[src/rtl/hdmi_audio_pkg.sv]
// Shared types and constants for the HDMI audio sample path.
package hdmi_audio_pkg;

  localparam int IEC60958_FRAME_LEN     = 192;
  localparam int MAX_SAMPLES_PER_PACKET = 4;

  typedef logic [23:0] audio_word_t;
  typedef audio_word_t stereo_pair_t [1:0];

endpackage

[src/rtl/audio_sample_fifo.sv]
// Stereo-pair FIFO with a four-entry peek window so a whole packet pops in one cycle.
module audio_sample_fifo
  import hdmi_audio_pkg::*;
#(
  parameter int FIFO_DEPTH = 8,
  localparam int AW = $clog2(FIFO_DEPTH),
  localparam int CW = AW + 1
) (
  input  logic         clk_pixel,
  input  logic         reset,
  input  logic         push,
  input  stereo_pair_t push_pair,
  input  logic         drop_oldest,
  input  logic [2:0]   pop_n,
  output logic [CW-1:0] count,
  output stereo_pair_t peek [MAX_SAMPLES_PER_PACKET]
);

  stereo_pair_t  mem [FIFO_DEPTH];
  logic [AW-1:0] wr_ptr;
  logic [AW-1:0] rd_ptr;

  always_ff @(posedge clk_pixel) begin
    if (push) mem[wr_ptr] <= push_pair;
  end

  // drop_oldest only happens when full with no pop, so it just slides the read pointer
  always_ff @(posedge clk_pixel or posedge reset) begin
    if (reset) begin
      wr_ptr <= '0;
      rd_ptr <= '0;
      count  <= '0;
    end else begin
      if (push) wr_ptr <= wr_ptr + AW'(1);
      rd_ptr <= rd_ptr + AW'(pop_n) + AW'(drop_oldest);
      count  <= count - CW'(pop_n) + CW'(push) - CW'(drop_oldest);
    end
  end

  always_comb begin
    for (int i = 0; i < MAX_SAMPLES_PER_PACKET; i++) begin
      peek[i] = mem[rd_ptr + AW'(i)];
    end
  end

endmodule

[src/rtl/audio_sample_collector.sv]
// Buffers stereo PCM pairs and releases up to four per audio sample packet request.
// Build option AUDIO_SAMPLE_COLLECTOR_DROP_OLDEST_EN: on overflow discard the oldest pair instead of the newest.
module audio_sample_collector
  import hdmi_audio_pkg::*;
#(
  parameter int AUDIO_BIT_WIDTH = 16,
  parameter int FIFO_DEPTH      = 8
) (
  input  logic                       clk_pixel,
  input  logic                       reset,
  input  logic                       audio_sample_valid,
  input  logic [AUDIO_BIT_WIDTH-1:0] audio_sample_left,
  input  logic [AUDIO_BIT_WIDTH-1:0] audio_sample_right,
  input  logic                       packet_request,
  output logic                       packet_ready,
  output logic                       packet_valid,
  output logic [7:0]                 frame_counter,
  output logic [3:0][1:0][23:0]      audio_sample_word,
  output logic [3:0]                 audio_sample_word_present,
  output logic [3:0][1:0]            valid_bit,
  output logic [3:0][1:0]            user_data_bit,
  output logic                       overflow
);

  localparam int CW = $clog2(FIFO_DEPTH) + 1;

  logic [CW-1:0] count;
  logic [CW-1:0] count_after_pop;
  logic [2:0]    n_avail;
  logic [2:0]    n_pop;
  logic          full_after_pop;
  logic          push;
  logic          drop_oldest;
  logic          discard;
  logic [3:0]    pop_mask;
  logic [7:0]    fc;
  logic [8:0]    fc_sum;
  logic [7:0]    fc_next;
  stereo_pair_t  push_pair;
  stereo_pair_t  peek [MAX_SAMPLES_PER_PACKET];

  always_comb begin
    push_pair[0] = audio_word_t'(audio_sample_left) << (24 - AUDIO_BIT_WIDTH);
    push_pair[1] = audio_word_t'(audio_sample_right) << (24 - AUDIO_BIT_WIDTH);
  end

  always_comb begin
    n_avail         = (count >= CW'(MAX_SAMPLES_PER_PACKET)) ? 3'd4 : count[2:0];
    n_pop           = packet_request ? n_avail : 3'd0;
    count_after_pop = count - CW'(n_pop);
    full_after_pop  = (count_after_pop == CW'(FIFO_DEPTH));
    pop_mask        = 4'((5'd1 << n_avail) - 5'd1);
  end

`ifdef AUDIO_SAMPLE_COLLECTOR_DROP_OLDEST_EN
  always_comb begin
    push        = audio_sample_valid;
    drop_oldest = audio_sample_valid && full_after_pop;
    discard     = drop_oldest;
  end
`else
  always_comb begin
    push        = audio_sample_valid && !full_after_pop;
    drop_oldest = 1'b0;
    discard     = audio_sample_valid && full_after_pop;
  end
`endif

  // 9-bit sum keeps fc+4 from wrapping before the frame-length compare
  always_comb begin
    fc_sum  = {1'b0, fc} + 9'(n_pop);
    fc_next = (fc_sum >= 9'(IEC60958_FRAME_LEN)) ? 8'(fc_sum - 9'(IEC60958_FRAME_LEN))
                                                 : fc_sum[7:0];
  end

  audio_sample_fifo #(.FIFO_DEPTH(FIFO_DEPTH)) u_fifo (
    .clk_pixel   (clk_pixel),
    .reset       (reset),
    .push        (push),
    .push_pair   (push_pair),
    .drop_oldest (drop_oldest),
    .pop_n       (n_pop),
    .count       (count),
    .peek        (peek)
  );

  assign packet_ready  = (count != '0);
  assign valid_bit     = '0;
  assign user_data_bit = '0;

  always_ff @(posedge clk_pixel or posedge reset) begin
    if (reset) begin
      fc                        <= '0;
      frame_counter             <= '0;
      packet_valid              <= 1'b0;
      overflow                  <= 1'b0;
      audio_sample_word         <= '0;
      audio_sample_word_present <= '0;
    end else begin
      fc           <= fc_next;
      packet_valid <= packet_request;
      if (discard) overflow <= 1'b1;
      if (packet_request) begin
        frame_counter             <= fc;
        audio_sample_word_present <= pop_mask;
        for (int i = 0; i < MAX_SAMPLES_PER_PACKET; i++) begin
          audio_sample_word[i][0] <= pop_mask[i] ? peek[i][0] : 24'h0;
          audio_sample_word[i][1] <= pop_mask[i] ? peek[i][1] : 24'h0;
        end
      end
    end
  end

endmodule
[config.mk]
export PLATFORM = sky130hd
export DESIGN_NAME = audio_sample_collector
export DESIGN_NICKNAME = d
export VERILOG_FILES = /design/src/rtl/hdmi_audio_pkg.sv /design/src/rtl/audio_sample_fifo.sv /design/src/rtl/audio_sample_collector.sv
export SDC_FILE = /design/constraint.sdc
export NUM_CORES = 1
export LEC_CHECK = 0
export BUFFER_PORTS_ARGS = -buffer_cell sky130_fd_sc_hd__buf_2
export CAP_MARGIN = 20
export CORE_MARGIN = 5
export CORE_UTILIZATION = 63
export DETAILED_ROUTE_END_ITERATION = 8
export PLACE_DENSITY = 0.85
export SYNTH_ARGS = -nofsm -noshare
export SYNTH_HDL_FRONTEND = slang
export SYNTH_SLANG_ARGS = --single-unit
[constraint.sdc]
create_clock -name clk_pixel -period 15.2 [get_ports clk_pixel]
set_input_delay 3.04 -clock clk_pixel [delete_from_list [all_inputs] [get_ports clk_pixel]]
set_output_delay 3.04 -clock clk_pixel [all_outputs]
set_load 0.02 [all_outputs]
== Word level (Yosys, flattened, before mapping) ==
Memory sizes are Yosys's and may differ from the RTL's.
Index checks and enable logic that the tools add are counted.

* Bits in registers: 224
* Bits in writable memories: 256
* Input port bits: 36
* Output and inout port bits: 223
* Word-level logic and storage cells: 48
* Memories: 1

{| class="wikitable"
|+ Memories
! name !! words !! width !! rd ports !! clocked after memory_dff !! write ports !! line !! source
|-
| u_fifo.mem || 8 || 32 || 4 || 0 || 1 || audio_sample_fifo.sv:19 || <nowiki>stereo_pair_t mem [FIFO_DEPTH];</nowiki>
|}

* Add/subtract/negate cells: 10
* Magnitude comparators: 2
* Equality and inequality tests: 1
* Shift-type cells: 1
* Mux-type cells: 13
* Reduce and logical (&&, ||, !) cells: 4

{| class="wikitable"
|+ Operator list
! operator !! number
|-
| $mux 24 || 8
|-
| $add 8x3->9 || 1
|-
| $ge 9x8->1 const B || 1
|-
| $mux 8 || 1
|-
| $sub 8x8->8 const B || 1
|-
| $add 3x1->3 const B || 2
|-
| $add 3x2->3 const B || 2
|-
| $mux 3 || 2
|-
| $add 4x1->4 || 1
|-
| $eq 4x4->1 const B || 1
|-
| $ge 4x3->1 const B || 1
|-
| $reduce_bool 4->1 || 1
|-
| $shl 1x3->4 const A || 1
|-
| $sub 4x1->4 const B || 1
|-
| $sub 4x3->4 || 1
|-
| $add 3x3->3 || 1
|-
| $logic_and 1x1->1 || 2
|-
| $mux 1 || 2
|-
| $logic_not 1->1 || 1
|}

== Depth between registers and ports, before layout ==
Gate-level depths: netlist of the first run.

* Depth in word-level cells: 9
* Gate-level depth with buffers: 14
* Mapped depth without buffers: 12

== Cells and area by module ==
Synthesis of the first run repeated with hierarchy kept, for this count alone.

* Cell total of the unflattened synthesis: 1654
* Area, all modules: 29487.0 µm²

{| class="wikitable"
|+ Modules (own cells, without submodules)
! module !! times used !! cells each !! area an instance (µm²) !! sequential area each (µm²)
|-
| audio_sample_fifo || 1 || 1051 || 21310.4 || 11781.3
|-
| audio_sample_collector || 1 || 603 || 8176.6 || 5355.1
|}

== Least setup slack after synthesis of the first run ==
Ideal clock, no wire load.

* Path type: input port to flip-flop
* Start: input packet_request
* End: memory u_fifo.mem[2][0] in the netlist's numbering, enable pin
* Setup time: 0.513 ns
* Data arrival time: 8.361 ns
* Required time: 14.687 ns
* Path slack: 6.326 ns
* Stages: 11
* Path buffers: 3
* Cell sequence: clkbuf_1 -> clkbuf_1 -> and3_1 -> ha_1 -> inv_1 -> a21o_1 -> a21oi_1 -> xnor2_1 -> o31ai_1 -> clkbuf_1 -> nor4b_1

* Cells in the longest elaborated chain, start to end: 7

{| class="wikitable"
|+ RTL lines
! item !! line !! source
|-
| from (decl) || audio_sample_collector.sv:14 || <nowiki>input logic packet_request,</nowiki>
|-
| $mux 3 || audio_sample_collector.sv:49 || <nowiki>n_pop = packet_request ? n_avail : 3'd0;</nowiki>
|-
| $sub 4x3->4 || audio_sample_collector.sv:50 || <nowiki>count_after_pop = count - CW'(n_pop);</nowiki>
|-
| $eq 4x4->1 || audio_sample_collector.sv:51 || <nowiki>full_after_pop = (count_after_pop == CW'(FIFO_DEPTH));</nowiki>
|-
| $logic_not 1->1 || audio_sample_collector.sv:63 || <nowiki>push = audio_sample_valid && !full_after_pop;</nowiki>
|-
| $logic_and 1x1->1 || audio_sample_collector.sv:63 ||
|-
| $mux 1 || audio_sample_fifo.sv:24 || <nowiki>if (push) mem[wr_ptr] <= push_pair;</nowiki>
|-
| $mux 1 (implied by the code) || audio_sample_fifo.sv:24 ||
|-
| to (decl) || audio_sample_fifo.sv:19 ||
|}

Every way passes these cells.

== Worst setup path in the final report of the first run ==
* Start: input packet_request
* End: memory u_fifo.mem[7][8] in the netlist's numbering, enable pin

Same word-level chain as after synthesis.

==> impl_metrics.csv, run 1 <==
group,metric,value,unit
outcome,status,"completed",
die,initial_core_util,63.7,%
die,die_h,194,um
sta,fmax,159,MHz
clock_network,cts-root-buf,"clkbuf_16",
global_route,antenna_found_initial,8,
die,fp.coreArea,33400,um2
critical_path,startpoint,"packet_request",
logic_synthesis,yosysTopAreaCell,"edfxtp_1",
sta,min_period_over_period,41.3,%
finish,syn2layout_area_growth,12.0,%
logic_synthesis,synthDistinctLibCells,48,
detailed_routing,num_vias,13600,
place,io_buffers,178,
critical_path,start_kind,"input port",
critical_path,cp_max_fo,52,
place,pre_cts_slack,8360,ps
finish,fin_nets,1580,
logic_synthesis,synth.avg_cell_area,15.5,um2
logic_synthesis,yosys_warnings,0,
finish,final_area,23900,um2
logic_synthesis,synth_area_leaders,"edfxtp_1 36%, mux4_2 21%, dfrtp_1 19%, mux2i_1 8.4%, o22ai_1 3.8%",
logic_synthesis,netlist_area,21300,um2
detailed_routing,wl_per_cell,26.6,um
detailed_routing,drt_wl_total,53700,um
detailed_routing,drcViolationCount,0,
critical_path,timing.rr.start,"u_fifo.rd_ptr[1]",
clock_network,hold_buffers,0,
finish,layout_commonest_cell,"edfxtp_1",
clock_network,htreeDepth,2,
power,p_per_area,243,nW/um2
global_route,grt_pass1_vias,13800,
power,switchingPower,2.31,mW
critical_path,end_kind,"register",
sta,worst_pin_slew,1180,ps
detailed_routing,ant_nets,0,
clock_network,cts.sinks,416,
clock_network,cts_tree,"yes",
flow_run,cap_violations,0,
sta,slew_viol_final,0,
detailed_routing,vias_per_cell,6.73,
clock_network,numCtsBuffers,43,
detailed_routing,dr.first_iter.drc_count,1553,
global_route,grt.total_usage,28.1,%
power,p_int,3.49,mW
logic_synthesis,ys.flop_type,"edfxtp_1",
die,rows,67,
power,leakage,9.61,nW
sta,rsz0062_at_grt,"no",
logic_synthesis,synth_edf_count,256,
sta,slew_headroom,21.3,%
power,combPwrFrac,50.6,%
clock_network,cts_setup_buffers,0,
die,die_w,194,um
logic_synthesis,synth_cells,1378,
critical_path,critPathArrivalTime,6510,ps
sta,skew,24.2,ps
power,peakVddDrop,0.190,mV
power,seqPwrFrac,30.7,%
clock_network,clk_pin_slew,60,ps
critical_path,regToRegSetupSlack,10960,ps
clock_network,cts_buffer_depth,3,
clock_network,cts-resized-gates,0,
die,dieArea,37600,um2
critical_path,endpoint,"u_fifo.mem[7][8]",
sta,hold_violations,0,
power,p_clk_share,18.7,%
worst_hold_path,holdCritPathClass,"register to register",
detailed_routing,first_pass_iters,6,
power,total_power,5.80,mW
sta,finalSetupTns,0,ps
finish,fill_cells,2001,
critical_path,worst-setup-path-type,"input port to register",
logic_synthesis,synth_top_area_share,36.1,%
critical_path,worst-r2r-cell-count,7,
place,dpl_cell_area,22400,um2
clock_network,insertion_delay,580,ps
finish,final_cell_mix,"256 x edfxtp_1, 197 x mux4_2, 178 x mux2i_1, 177 x buf_2, 157 x dfrtp_1",
global_route,overflow,0,
place,gp_congestion,0.839,
place,dp_hpwl,32800,um
critical_path,worstPathRequired,15440,ps
logic_synthesis,async_flop_share,38.5,%
global_route,grt_pass1_wl,82500,um
global_route,grt_max_degree,158,
logic_synthesis,seq_area_frac_synth,54.9,%
sta,setup_slack,8930,ps
sta,setup_viol,0,
place,dp.cells,1930,
power,switching_share,39.8,%
logic_synthesis,ys_seq_elements,416,
critical_path,timing.rr.end,"audio_sample_word[70]",
sta,min_period,6270,ps
finish,drive_above_1_share,32.2,%
finish,final_cells,2016,
die,io-pin-count,259,
## logic make-up after synthesis
logic type               share of synthesized area (%)
flip-flops                                        54.9
adder cells (fa/ha/maj)                           1.03
buffers and inverters                             7.47
AND/OR/NAND/NOR                                   1.19
multiplexers                                      29.7
AO/OA/AOI/OAI                                     5.00
other                                           0.0176
XOR/XNOR                                         0.699
## power by group through the flow
| stage | sequential, mW | combinational [mW] | clock (mW) |
|---|---|---|---|
| floorplan | 1.92 | 1.97 | 0 |
| global placement | 1.77 | 2.81 | 0 |
| detailed placement | 1.79 | 2.88 | 0 |
| CTS | 1.78 | 2.93 | 1.09 |
| global route | 1.82 | 3.12 | 1.14 |
| finish | 1.78 | 2.93 | 1.08 |
## layout make-up
class / count / area, um2 / share of cell area, %
flip-flops and latches: 416 / 11700 / 49.0
multi-input cells: 712 / 8440 / 35.4
clock buffers: 57 / 1200 / 5.03
repair buffers: 207 / 1140 / 4.79
inverters: 148 / 561 / 2.35
well taps: 448 / 561 / 2.35
clock inverters: 23 / 249 / 1.04
diodes: 5 / 12.5 / 0.0524
## how the worst min path moves through the flow
stage	from	endpoint	slack [ps]	depth (start not counted)
floorplan	fc[0]	frame_counter[0]	490	1
global placement	overflow	overflow	440	1
detailed placement	overflow	overflow	450	1
CTS	overflow	overflow	460	1
global route	overflow	overflow	480	1
finish	overflow	overflow	460	1
## stage by stage
step	hold slack, ps	util [%]
after floorplan	486	-
after CTS	458	71.2
after global routing	480	71.3
final	456	71.3
after detailed placement	446	66.9
after global placement	439	66.9
## routing by layer
layer	global-route usage, %	part of all wire, %	vias up
met5	0	0.076	-
met4	9.84	3.3	6
met3	5.86	10	128
met2	46.4	51	893
met1	37.9	36	7006
li1	-	-	5542
## cells in the mapped netlist (4+ instances only)
master and number:
o21ai_0 6, buf_2 38, o22ai_1 129, xnor2_1 11, a21oi_1 7, edfxtp_1 256
clkbuf_1 47, nor2_1 7, mux4_2 197, xor2_1 6, buf_1 15, mux2_2 10
dfrtp_1 160, a21o_1 4, buf_4 80, inv_1 147, nor3_1 8, nand2_1 13
mux2i_1 178, ha_1 15, nor4_1 5, o211ai_1 5
## worst max-delay path, cell delays in order
cell and delay [ps]:
buf_4 480, and4bb_4 460, inv_1 70, ha_1 270, a21o_1 170, a21oi_1 170, xnor2_1 260, o31ai_2 140
buf_4 220, nor3_2 780, buf_4 430
## registers in the layout (all words and copies together) (netlist names)
name and cells:
frame_counter 8, u_fifo.count 4, u_fifo.wr_ptr 3, audio_sample_word 128
u_fifo.rd_ptr 3, audio_sample_word_present 4, packet_valid 1, overflow 1
u_fifo.mem 256, fc 8
(Power assumes the default switching activity.)
==> run 2, diff against run 1 <==
- CORE_UTILIZATION: 63 -> 53
- PLACE_DENSITY: 0.85 -> 0.77
- clock period: 15.2 -> 5.1 ns (I/O delays scaled with it)
==> impl_metrics.csv, run 2 (synthesis results as in run 1) <==
group,metric,value,unit
outcome,status,"completed",
finish,final_cell_mix,"256 x edfxtp_1, 197 x mux4_2, 178 x mux2i_1, 177 x buf_2, 157 x dfrtp_1",
finish,drive_above_1_share,32.6,%
place,dp.cells,2013,
detailed_routing,wl_met2,25400,um
critical_path,crit_family,"simple AND/OR/NAND/NOR gates",
die,dieArea,44300,um2
detailed_routing,ant_nets,0,
place,io_buffers,178,
detailed_routing,drcViolationCount,0,
die,io-pin-count,259,
finish,fin_nets,1586,
detailed_routing,vias_per_cell,6.20,
critical_path,cp_max_fo,13,
die,rows,73,
finish,largest_reg_flops,256,
global_route,grt_max_degree,134,
critical_path,crit_path_cell_trace,"and4bb_4 -> inv_1 -> ha_1 -> a21o_1 -> a21oi_1 -> xnor2_1 -> o31ai_2 -> buf_4 -> nor4b_4 -> buf_4",
critical_path,worst-r2r-cell-count,10,
detailed_routing,drt_wl_total,51700,um
sta,worst_pin_slew,1070,ps
die,initial_core_util,53.6,%
global_route,grt_pass1_wl,79700,um
clock_network,numCtsBuffers,43,
die,fp.coreArea,39700,um2
detailed_routing,wl_per_cell,24.7,um
clock_network,cts.sinks,416,
critical_path,end_kind,"register",
detailed_routing,num_vias,13000,
critical_path,path_common_cell,"buf_4",
place,dp_hpwl,32800,um
clock_network,hold_buffers,0,
critical_path,start_kind,"register",
sta,hold_violations,0,
global_route,overflow,0,
finish,layout_commonest_cell,"edfxtp_1",
critical_path,worst-setup-path-type,"register to register",
global_route,grt_pass1_vias,13200,
clock_network,cts_setup_buffers,0,
finish,final_area,24000,um2
clock_network,htreeDepth,2,
die,die_w,210,um
clock_network,cts-root-buf,"clkbuf_16",
detailed_routing,top_layer,"met5",
finish,fill_cells,2965,
sta,skew,20.4,ps
finish,final_cells,2097,
finish,max_flop_register,"u_fifo.mem",
flow_run,cap_violations,0,
sta,min_period_over_period,71.3,%
worst_hold_path,hold_path_depth,1,
clock_network,cts_tree,"yes",
critical_path,crit_buf_inv,3,
sta,slew_viol_final,0,
detailed_routing,wl_met3,4620,um
clock_network,cts_buffer_depth,3,
power,leakage,9.62,nW
detailed_routing,dr.first_iter.drc_count,1278,
critical_path,critPathArrivalTime,3910,ps
sta,min_period,3640,ps
detailed_routing,met1Wirelength,20700,um
critical_path,worstPathRequired,5370,ps
die,die_h,210,um
power,peakVddDrop,0.610,mV
power,p_per_area,712,nW/um2
sta,setup_viol,0,
sta,rsz0062_at_grt,"no",
global_route,grt.total_usage,23.4,%
clock_network,insertion_delay,580,ps
critical_path,worstSetupPathDepth,10,
critical_path,slowest_stage,"nor4b_4",
finish,syn2layout_area_growth,12.7,%
worst_hold_path,holdCritPathClass,"register to register",
place,dpl_cell_area,22600,um2
finish,reg.largest.list,"u_fifo.mem (256), audio_sample_word (128)",
clock_network,clk_pin_slew,60,ps
global_route,antenna_found_initial,8,
sta,slew_headroom,28.4,%
detailed_routing,first_pass_iters,5,
critical_path,slowest_delay,790,ps
sta,fmax,275,MHz
clock_network,cts-resized-gates,0,
place,gp_congestion,0.786,
## run 2: cell types whose count changed in the layout (fill, tap and decap cells not counted), sizes merged
cell and change:
bufinv -2, clkbuf -3, buf +6, clkinv +3
clkinvlp +2, diode -2
## run 2: power breakdown
group / internal [mW] / switching (mW) / total [mW]
clock network: 1.72 / 1.35 / 3.07
logic: 4.01 / 4.76 / 8.76
registers: 4.58 / 0.687 / 5.26
total: 10.3 / 6.79 / 17.1
## run 2: path summary, 6_finish.rpt
| path | startpoint | slack, ps | end |
|---|---|---|---|
| setup / recovery | u_fifo.count[2] | 1460 | u_fifo.mem[2][1] |
| hold / removal | overflow | 460 | overflow |
| setup reg to reg | u_fifo.count[2] | 1460 | u_fifo.mem[2][1] |
| hold reg to reg | overflow | 460 | overflow |
| max in group asynchronous | reset | 3390 | audio_sample_word[94] |
| min in group asynchronous | reset | 500 | audio_sample_word[117] |
## run 2: final cells by class
cell class | instances | area (um2) | area share [%]
Timing Repair Buffer | 213 | 1230 | 5.13
Clock buffer | 54 | 1150 | 4.78
Tap cell | 525 | 657 | 2.74
Multi-Input combinational cell | 712 | 8480 | 35.3
Clock inverter | 26 | 218 | 0.907
Inverter | 148 | 559 | 2.33
Sequential cell | 416 | 11700 | 48.8
Antenna cell | 3 | 7.51 | 0.0313
## run 2: metrics by stage
stage	setup TNS (ps)	util [%]	worst slack [ps]	hold WS [ps]	power (mW)
6_report	0	60.4	1460	458	17.1
5_1_grt	0	60.4	1290	474	18.1
4_1_cts	0	60.3	1430	467	17.2
3_5_place_dp	0	56.9	935	457	14.1
3_3_place_gp	0	56.9	927	446	13.9
2_1_floorplan	-79740	-	-612	486	11.6
## run 2: layer usage
metal	track usage, %	up-vias
met2	38.4	586
li1	-	5519
met4	5.03	10
met3	5.94	72
met1	32.3	6805
met5	0	-
==> run 3, diff against run 2 <==
- CORE_UTILIZATION: 53 -> 59
- PLACE_DENSITY: 0.77 -> 0.81
- clock period: 5.1 -> 3.75 ns (I/O delays scaled with it)
==> impl_metrics.csv, run 3 (synthesis results as in run 1) <==
group,metric,value,unit
outcome,status,"completed",
die,fp.coreArea,35600,um2
detailed_routing,first_pass_iters,5,
clock_network,cts_tree,"yes",
place,dp_hpwl,33500,um
critical_path,timing.rr.end,"u_fifo.mem[5][28]",
sta,slew_viol_final,0,
sta,min_period_over_period,94.7,%
critical_path,crit_path_cell_trace,"and4bb_4 -> inv_1 -> ha_1 -> a21o_1 -> a21oi_2 -> xnor2_2 -> o31ai_4 -> buf_4 -> nor4_4 -> buf_4",
finish,multi_input_area,8550,um2
finish,largest_reg_flops,256,
clock_network,htreeDepth,2,
detailed_routing,wl_per_cell,25.9,um
finish,max_flop_register,"u_fifo.mem",
critical_path,worst-r2r-cell-count,10,
critical_path,cp_max_fo,22,
finish,syn2layout_area_growth,13.2,%
place,io_buffers,178,
power,p_per_area,979,nW/um2
global_route,antenna_found_initial,8,
clock_network,cts-root-buf,"clkbuf_16",
detailed_routing,drcViolationCount,0,
sta,hold_violations,0,
die,die_h,200,um
global_route,grt_pass1_vias,13400,
sta,skew,8.80,ps
critical_path,end_kind,"register",
power,leakage,9.67,nW
die,initial_core_util,59.9,%
place,pre_cts_slack,-56.3,ps
die,io-pin-count,259,
sta,rsz0062_at_grt,"no",
critical_path,worst-setup-path-type,"register to register",
critical_path,start_kind,"register",
clock_network,cts-resized-gates,0,
sta,setup_viol,0,
power,total_power,23.6,mW
detailed_routing,num_vias,13400,
critical_path,path_common_cell,"buf_4",
die,dieArea,40000,um2
detailed_routing,vias_per_cell,6.57,
die,rows,69,
global_route,grt.total_usage,26.3,%
detailed_routing,dr.first_iter.drc_count,1334,
critical_path,slowest_delay,710,ps
global_route,grt_max_degree,161,
finish,fin_nets,1591,
sta,min_period,3550,ps
finish,layout_commonest_cell,"edfxtp_1",
critical_path,slowest_stage,"nor4_4",
power,peakVddDrop,0.671,mV
sta,worst_pin_slew,1090,ps
clock_network,hold_buffers,0,
finish,final_cell_mix,"256 x edfxtp_1, 197 x mux4_2, 178 x mux2i_1, 177 x buf_2, 157 x dfrtp_1",
finish,ff_latch_area,11700,um2
sta,slew_headroom,27.4,%
die,die_w,200,um
worst_hold_path,holdCritPathClass,"input port to asynchronous set/reset pin",
global_route,overflow,0,
sta,fmax,281,MHz
detailed_routing,ant_nets,0,
critical_path,worstPathRequired,3950,ps
sta,fin_hold_ws,451,ps
clock_network,cts_buffer_depth,3,
flow_run,cap_violations,0,
finish,drive_above_1_share,33.3,%
clock_network,cts_setup_buffers,0,
finish,reg.largest.list,"u_fifo.mem (256), audio_sample_word (128)",
critical_path,regToRegSetupSlack,200,ps
clock_network,cts.sinks,416,
clock_network,numCtsBuffers,44,
critical_path,timing.rr.start,"u_fifo.count[3]",
sta,setup_slack,197,ps
critical_path,critPathArrivalTime,3760,ps
detailed_routing,drt_wl_total,52800,um
clock_network,clk_pin_slew,60,ps
sta,finalSetupTns,0,ps
finish,fill_cells,2336,
place,gp_congestion,0.877,
global_route,grt_pass1_wl,80400,um
clock_network,insertion_delay,550,ps
## run 3: cell count changes in the layout (fill, tap and decap cells not counted), moves of 3 or more
cell,previous run,this run
nor3_2,3,0
clkbuf_8,3,0
clkbuf_16,43,47
clkinv_4,1,5
nor3_4,0,3
clkbuf_1,8,5
## run 3: area by class of cell
cell class	count	share of cell area [%]
repair buffers	217	5.30
clock inverters	30	0.960
flip-flops and latches	416	48.5
multi-input cells	712	35.5
diodes	5	0.0519
clock buffers	52	4.96
well taps	461	2.39
inverters	148	2.33
## run 3: worst max-delay path by stage
stage | startpoint | end | slack [ps] | cells after the start
after global placement | packet_request | u_fifo.mem[1][19] | -60 | 10
after global routing | u_fifo.count[3] | u_fifo.mem[5][27] | 80 | 11
final | u_fifo.count[3] | u_fifo.mem[5][28] | 200 | 10
after CTS | u_fifo.count[3] | u_fifo.mem[5][27] | 220 | 10
after floorplan | packet_request | u_fifo.mem[1][0] | -670 | 9
after detailed placement | packet_request | u_fifo.mem[5][28] | -60 | 11
## run 3: metal layers
layer / track usage [%] / vias up / wire length (um)
li1: - / 5555 / -
met1: 36.8 / 6938 / 20100
met2: 42.2 / 796 / 25900
met3: 5.87 / 116 / 5280
met4: 8.20 / 8 / 1470
met5: 0 / - / 56
## run 3: stage by stage
| step | util, % | instance area, um2 | instances |
|---|---|---|---|
| after floorplan | - | 21700 | 1457 |
| after global placement | 63.7 | 22700 | 1953 |
| after detailed placement | 63.7 | 22700 | 1954 |
| after CTS | 67.7 | 24100 | 2036 |
| after global routing | 67.8 | 24100 | 2039 |
| final | 67.8 | 24100 | 2041 |
## run 3: power breakdown
group	switching [mW]	internal [mW]	total, mW
Combinational	6.58	5.54	12.1
Clock	1.82	2.44	4.25
Sequential	0.990	6.23	7.22
## run 3: critical path: cells and delay by family (launching register included)
family / cells / cell delay (ps)
AO/OA/AOI/OAI: 3 / 470
XOR/XNOR: 1 / 160
adder cells (fa/ha/maj): 1 / 270
buffers and inverters: 3 / 730
flip-flops: 1 / 480
AND/OR/NAND/NOR: 2 / 1070
